File: config.mk
export PLATFORM = sky130hd
export DESIGN_NAME = reg_bank
export DESIGN_NICKNAME = d
export VERILOG_FILES = /design/src/rtl/reg_bank_pkg.sv /design/src/rtl/reg_bank_next.sv /design/src/rtl/reg_bank.sv
export SDC_FILE = /design/constraint.sdc
export NUM_CORES = 1
export LEC_CHECK = 0
export ABC_AREA = 1
export CORE_MARGIN = 3
export CORE_UTILIZATION = 62
export DETAILED_ROUTE_END_ITERATION = 7
export HOLD_SLACK_MARGIN = 0.1
export PLACE_DENSITY = 0.87
export SETUP_SLACK_MARGIN = 0.2
export SLEW_MARGIN = 20
export SYNTH_ARGS = -nofsm -noshare
export SYNTH_HDL_FRONTEND = slang
export SYNTH_SLANG_ARGS = --single-unit
File: constraint.sdc
create_clock -name clk -period 3.7 [get_ports clk]
set_input_delay 0.555 -clock clk [delete_from_list [all_inputs] [get_ports clk]]
set_output_delay 0.555 -clock clk [all_outputs]
set_load 0.05 [all_outputs]
File: src/rtl/reg_bank_pkg.sv
// Shared definitions for the register bank: op codes and op field width.
package reg_bank_pkg;

  localparam int OPW = 3;

  typedef enum logic [OPW-1:0] {
    OP_NOP     = 3'd0,
    OP_LOAD    = 3'd1,
    OP_INC     = 3'd2,
    OP_DEC     = 3'd3,
    OP_LOAD_LO = 3'd4,
    OP_LOAD_HI = 3'd5
  } op_e;

endpackage

File: src/rtl/reg_bank_next.sv
// Combinational next-value unit: computes the updated register value for an op,
// whether that op is a defined modifying op, and whether an INC/DEC wrapped.
module reg_bank_next
  import reg_bank_pkg::*;
#(
  parameter int NBIT = 16
) (
  input  logic [NBIT-1:0] cur,
  input  logic [NBIT-1:0] din,
  input  logic [OPW-1:0]  op,
  output logic [NBIT-1:0] nxt,
  output logic            defined,
  output logic            wrap_hit
);

  // With an 8-bit register the high lane collapses onto the low lane.
  localparam int HI_LSB = (NBIT > 8) ? 8 : 0;

  // Decode the op and form the next value; reserved codes behave as NOP.
  always_comb begin
    nxt      = cur;
    defined  = 1'b0;
    wrap_hit = 1'b0;
    case (op)
      OP_LOAD: begin
        nxt     = din;
        defined = 1'b1;
      end
      OP_INC: begin
        nxt      = cur + 1'b1;
        defined  = 1'b1;
        wrap_hit = (cur == '1);
      end
      OP_DEC: begin
        nxt      = cur - 1'b1;
        defined  = 1'b1;
        wrap_hit = (cur == '0);
      end
      OP_LOAD_LO: begin
        nxt[7:0] = din[7:0];
        defined  = 1'b1;
      end
      OP_LOAD_HI: begin
        nxt[HI_LSB +: 8] = din[7:0];
        defined          = 1'b1;
      end
      default: begin
        nxt      = cur;
        defined  = 1'b0;
        wrap_hit = 1'b0;
      end
    endcase
  end

endmodule

File: src/rtl/reg_bank.sv
// Bank of NREG registers with one write/modify port, two asynchronous read
// ports, Z/N result flags and a one-cycle INC/DEC wrap pulse.
module reg_bank
  import reg_bank_pkg::*;
#(
  parameter int              NBIT      = 16,
  parameter int              NREG      = 4,
  parameter logic [NBIT-1:0] RESET_VAL = '0,
  localparam int             AW        = (NREG > 1) ? $clog2(NREG) : 1
) (
  input  logic            clk,
  input  logic            rst,
  input  logic            op_valid,
  input  logic [OPW-1:0]  op,
  input  logic [AW-1:0]   wsel,
  input  logic [NBIT-1:0] din,
  input  logic [AW-1:0]   raddr_a,
  output logic [NBIT-1:0] rdata_a,
  input  logic [AW-1:0]   raddr_b,
  output logic [NBIT-1:0] rdata_b,
  output logic            flag_z,
  output logic            flag_n,
  output logic            wrap
);

  logic [NBIT-1:0] regs [NREG];

  logic            wsel_ok;
  logic [NBIT-1:0] cur;
  logic [NBIT-1:0] nxt;
  logic            defined;
  logic            wrap_hit;
  logic            fire;

  // Select the target register; an out-of-range select feeds zero and never fires.
  always_comb begin
    wsel_ok = (32'(wsel) < NREG);
    cur     = '0;
    if (wsel_ok) cur = regs[wsel];
    fire    = op_valid && wsel_ok && defined;
  end

  reg_bank_next #(
    .NBIT (NBIT)
  ) u_next (
    .cur      (cur),
    .din      (din),
    .op       (op),
    .nxt      (nxt),
    .defined  (defined),
    .wrap_hit (wrap_hit)
  );

  // Register update, flags and wrap pulse; reset overrides any pending op.
  always_ff @(posedge clk) begin
    if (rst) begin
      for (int unsigned i = 0; i < NREG; i++) regs[i] <= RESET_VAL;
      flag_z <= 1'b0;
      flag_n <= 1'b0;
      wrap   <= 1'b0;
    end else begin
      wrap <= 1'b0;
      if (fire) begin
        regs[wsel] <= nxt;
        flag_z     <= (nxt == '0);
        flag_n     <= nxt[NBIT-1];
        wrap       <= wrap_hit;
      end
    end
  end

  // Asynchronous reads of stored state; out-of-range addresses read zero.
  always_comb begin
    rdata_a = '0;
    rdata_b = '0;
    if (32'(raddr_a) < NREG) rdata_a = regs[raddr_a];
    if (32'(raddr_b) < NREG) rdata_b = regs[raddr_b];
  end

endmodule

Yosys cells after proc, flatten, opt, wreduce, memory -nomap -nowiden. Memory sizes are Yosys's and may differ from the RTL's. Cells that the tools add are included.

Flip-flop bits (word level): 3. Latch bits: 0. Bits in writable memories: 64. Memory bits (read-only): 0. Bits of input ports: 28. Output and inout bits: 35. Memories: 1.

Memories: regs (depth 4, bits a word 16, rd ports 3, clocked after memory_dff 0, wr ports 4, RTL line reg_bank.sv:26) `logic [NBIT-1:0] regs [NREG];`.

Add/subtract/negate cells: 2. Multipliers: 0. Divide/modulo/power cells: 0. Order comparisons: 0. Eq/ne operators: 6. Shift operators: 0. Multiplexer cells: 12. Bitwise gates (word level): 1. Reduce and logical (&&, ||, !) cells: 7.

Operators with widths (count): 16-bit zero test (2); 8-bit one-hot mux with 4 select lines (1); 8-bit one-hot mux with 3 select lines (1); 16-bit by 1-bit adder with 16-bit output, second input constant (1); 16-bit == test, second input constant (1); 16-bit two-way mux (1); 16-bit OR reduction (1); 16-bit by 1-bit subtractor with 16-bit output, second input constant (1); 1-bit two-way mux (7); 3-bit by 2-bit == test with 1-bit output, second input constant (2); 3-bit == test, second input constant (2); 5-bit OR reduction (1); 2-bit OR reduction (2); 3-bit by 1-bit == test with 1-bit output, second input constant (1); 2-bit two-way mux (1); 1-bit one-hot mux with 2 select lines (1); 1-bit logical AND (1); 1-bit NOT (1).

Logic depth before layout (Yosys ltp). Gate-level depths: netlist of run 1.

Word-level depth: 9. Gate-level depth with buffers: 21. Mapped depth without buffers: 19.

By module. A second synthesis of run 1 with hierarchy kept.

Cells, all modules: 738. Area, all modules: 5353.9 um^2.

By module, submodules not included: reg_bank (instances 1, cells an instance 478, area each 3886.2 um^2, sequential area each 1981.9 um^2); reg_bank_next (instances 1, cells an instance 260, area each 1467.7 um^2, sequential area each 0.0 um^2).

Worst setup path after synthesis of run 1. OpenSTA, ideal clock, no wires.

Kind: input -> register. Start point: input port op[2]. End point: memory regs[3][0], enable pin. Library setup time: 0.409 ns. Data arrival time: 2.321 ns. Required time: 3.291 ns. Slack: 0.970 ns. Stages: 10. Path buffers: 0. Cells stage by stage: inv_1 > nand2_1 > nand2_1 > inv_1 > nand2_1 > nand2_1 > inv_1 > nand2_1 > nor2_1 > nor3_1.

RTL lines: from (decl) (RTL line reg_bank.sv:14) `input logic [OPW-1:0] op,`; to (decl) (RTL line reg_bank.sv:26).

Final worst setup path of run 1.
Start point: input port wsel[0]. End point: register flag_z.

Longest elaborated chain between the ends: 4. Elaborated cells between the ends (all ways): 6. Classes of those cells: add/sub (2); mux (2); reduce/logical (1); memory (1).

RTL lines: from (decl) (RTL line reg_bank.sv:15) `input logic [AW-1:0] wsel,`; memory 4 x 16 bit (*); 16-bit by 1-bit subtractor with 16-bit output / 16-bit by 1-bit adder with 16-bit output (equally long branches) (RTL line reg_bank_next.sv:35, reg_bank_next.sv:30); 8-bit one-hot mux with 4 select lines / 8-bit one-hot mux with 3 select lines (equally long branches) (RTL line reg_bank_next.sv:24) `case (op)`; 16-bit zero test (*) (RTL line reg_bank.sv:65) `flag_z <= (nxt == '0);`; to (signal assigned) (RTL line reg_bank.sv:65); to (decl) (RTL line reg_bank.sv:21) `output logic flag_z,`.

Mark *: on every way between the ends. The rest lies on a longest branch, timed or not. A chain may end at the register's enable or synchronous reset.

==> impl_metrics.json, run 1 <==
{
  "synth_top_area_share_pct": 35.42,
  "yosysSeqAreaShare_pct": 36.52,
  "r2r-start": "regs[3][0]",
  "hold_end": "flag_n",
  "synth_edf_count": 64,
  "cts_sinks": 67,
  "netlist-cell-type-count": 35,
  "grt_use_total_pct": 39.95,
  "drcViolationCount": 0,
  "hold_buffers": 0,
  "start_util_pct": 65.06,
  "worstSkewPairLatency_ns": 0.36,
  "clkTransAtPathRegs_ns": 0.07,
  "reg2reg_slack_ns": 1.24,
  "critPathRequiredTime_ns": 3.95,
  "cts_tree": "done",
  "finClkSkew_ns": 0.01095,
  "final_cell_mix": "203 x nand2_1, 158 x nor2_1, 84 x nand3_1",
  "grt_pass1_vias": 5857,
  "antenna_found_initial": 0,
  "outcome": "finished clean",
  "drtIter0Drc": 806,
  "ff2ff_path_depth": 16,
  "placed_area_um2": 6492,
  "p_leak_nw": 2.889,
  "area_growth_pct": 22.41,
  "portBuffers": 62,
  "grt_pass1_wl_um": 30910,
  "yosys_warnings": 0,
  "syn-cell-area_um2": 5426,
  "fp.dieW_um": 99.56,
  "critPathCaptureType": "register",
  "synthArstFlopShare_pct": 0,
  "hpwlAfterDp_um": 14050,
  "num_rows": 33,
  "ys_ff_latch": 67,
  "holdPathStages": 2,
  "post_drt_wl_per_cell_um": 19.98,
  "vias": 6352,
  "powerDensity_nw_per_um2": 345.1,
  "boundaryPins": 63,
  "cap_violations": 0,
  "mostFrequentLayoutCell": "nand2_1",
  "min_from": "flag_n",
  "ir_worst_vdd_v": 0.0003382,
  "fin_ws_ns": 0.4768,
  "core_area_um2": 8341,
  "r2r_end": "flag_z",
  "cp_max_fo": 21,
  "htree_levels": 3,
  "syn_nets": 837,
  "first_pass_iters": 6,
  "drv_slew": 0,
  "synth_area_leader_cell": "edfxtp_1",
  "vias_per_cell": 6.502,
  "synth_flop_cell": "edfxtp_1",
  "worstHoldPathType": "reg2reg",
  "die_y_um": 99.56,
  "grt_max_degree": 34,
  "drive_above_1_share_pct": 14.91,
  "overflow": 0,
  "fin_nets": 899,
  "period_needed_ns": 3.223,
  "worst_pin_slew_ns": 0.6930,
  "cp.arrival_ns": 3.47,
  "crit_path_start_kind": "input port",
  "drt-total-wl_um": 19520,
  "antenna_cells": 0,
  "fmax_mhz": 310.3,
  "ctsResizeCount": 0,
  "post-place-ws_ns": 0.2699,
  "critPathKind": "in2reg",
  "cts_setup_buffers": 0,
  "gp_congestion": 0.9844,
  "rsz0062_at_grt": "no",
  "setup_viol": 0,
  "die_area_um2": 9911,
  "clk_path_buf_depth": 2,
  "ant_nets": 0,
  "timing.final.crit_share_pct": 87.11,
  "tns_ns": 0,
  "netlist_instances": 806,
  "timing.final.hold_violations": 0,
  "fin_area_um2": 6643,
  "synth.area.top_cells": "edfxtp_1 35%, nand2_1 14%, nor2_1 11%",
  "numCtsBuffers": 9,
  "slew_headroom_pct": 53.75,
  "avgSynthCellArea_um2": 6.733,
  "clockRootBuffer": "clkbuf_8"
}
==> cells by family after synthesis <==
kind of cell    synth area share (%)
buf+inv                        8.324
fa+ha+maj                     0.6918
simple gates                   41.99
compound gates                 12.47
flops                          36.52
==> synthesized netlist by cell type (2+ instances only) <==
cell / n
nand2_1: 203
nor2_1: 158
nand3_1: 84
o21ai_0: 72
edfxtp_1: 64
inv_1: 57
o22ai_1: 30
nand2_2: 26
clkbuf_1: 21
nand4_1: 11
inv_2: 9
nand3_2: 9
a21oi_1: 6
nor2_2: 6
nand2_4: 5
buf_6: 4
nor2_4: 4
nor3_1: 4
a221oi_1: 3
a22oi_1: 3
buf_2: 3
buf_4: 3
clkinv_1: 3
dfxtp_1: 3
ha_1: 3
buf_1: 2
o21bai_1: 2
==> sequential cells by signal, summed over array words and instances (netlist names) <==
register and cells:
flag_n 1, flag_z 1, regs 64, wrap 1
==> worst max-delay path by stage <==
| stage | from | endpoint | slack [ns] |
|---|---|---|---|
| floorplan | op[2] | regs[3][0] | 0.97 |
| global placement | wsel[0] | regs[1][11] | 0.42 |
| detailed placement | wsel[0] | flag_z | 0.27 |
| CTS | wsel[0] | flag_z | 0.63 |
| global route | wsel[0] | flag_z | 0.27 |
| finish | wsel[0] | flag_z | 0.48 |
==> layout make-up <==
type / count / area, µm²
inverter: 70 / 267.8
clock inverter: 4 / 18.77
sequential: 67 / 1982
fill: 585 / 1698
timing repair buffer: 85 / 1114
clock buffer: 11 / 131.4
tap: 105 / 131.4
multi-input combinational: 635 / 2998
==> where the power goes <==
part           total [mW]  switching [mW]  leakage [nW]  internal, mW
Clock               0.505           0.272        0.0804         0.234
Combinational       0.871           0.568          2.12         0.303
Sequential          0.916          0.0368         0.688         0.880
Total                2.29           0.876          2.89          1.42
==> per-layer routing <==
metal	wire length [µm]	up-vias	share of wire, %	GRT usage [%]
li1	-	2809	-	-
met1	6911	2831	35	53.58
met2	9123	629	47	65.60
met3	2885	83	15	8.135
met4	595	0	3.0	12.08
met5	0	-	0	0
==> critical path, cell delays in order <==
cell and delay [ns]:
clkdlybuf4s50_1 0.69, buf_4 0.35, nand2_1 0.13, nand2_1 0.10, nand2_1 0.06, nand2_1 0.22
nand2_1 0.13, nor2_1 0.21, nand2_1 0.10, nor2_1 0.19, nand4_1 0.11, nand3_1 0.12
nand2_1 0.17, nand3_1 0.18, nor2_1 0.06, nand2_1 0.05, nand2_1 0.05
==> metrics by stage <==
stage / utilization (%) / total power, mW / hold slack (ns) / instances
6_report: 79.64 / 2.292 / 0.4647 / 977
5_1_grt: 79.64 / 2.369 / 0.4963 / 977
4_1_cts: 79.64 / 2.261 / 0.4684 / 977
3_5_place_dp: 77.84 / 1.775 / 0.4534 / 962
3_3_place_gp: 77.84 / 1.750 / 0.4437 / 962
2_1_floorplan: - / 1.423 / 0.6708 / 806
Note: power is estimated with default switching activity, not from simulation.
==> run 2, diff against run 1 <==
--- a/config.mk
+++ b/config.mk
@@ -12,7 +12,6 @@
 export HOLD_SLACK_MARGIN = 0.1
 export PLACE_DENSITY = 0.87
 export SETUP_SLACK_MARGIN = 0.2
-export SLEW_MARGIN = 20
 export SYNTH_ARGS = -nofsm -noshare
 export SYNTH_HDL_FRONTEND = slang
 export SYNTH_SLANG_ARGS = --single-unit
==> results of run 2 <==
The final DEF is identical to that of run 1; final timing and power are the same.
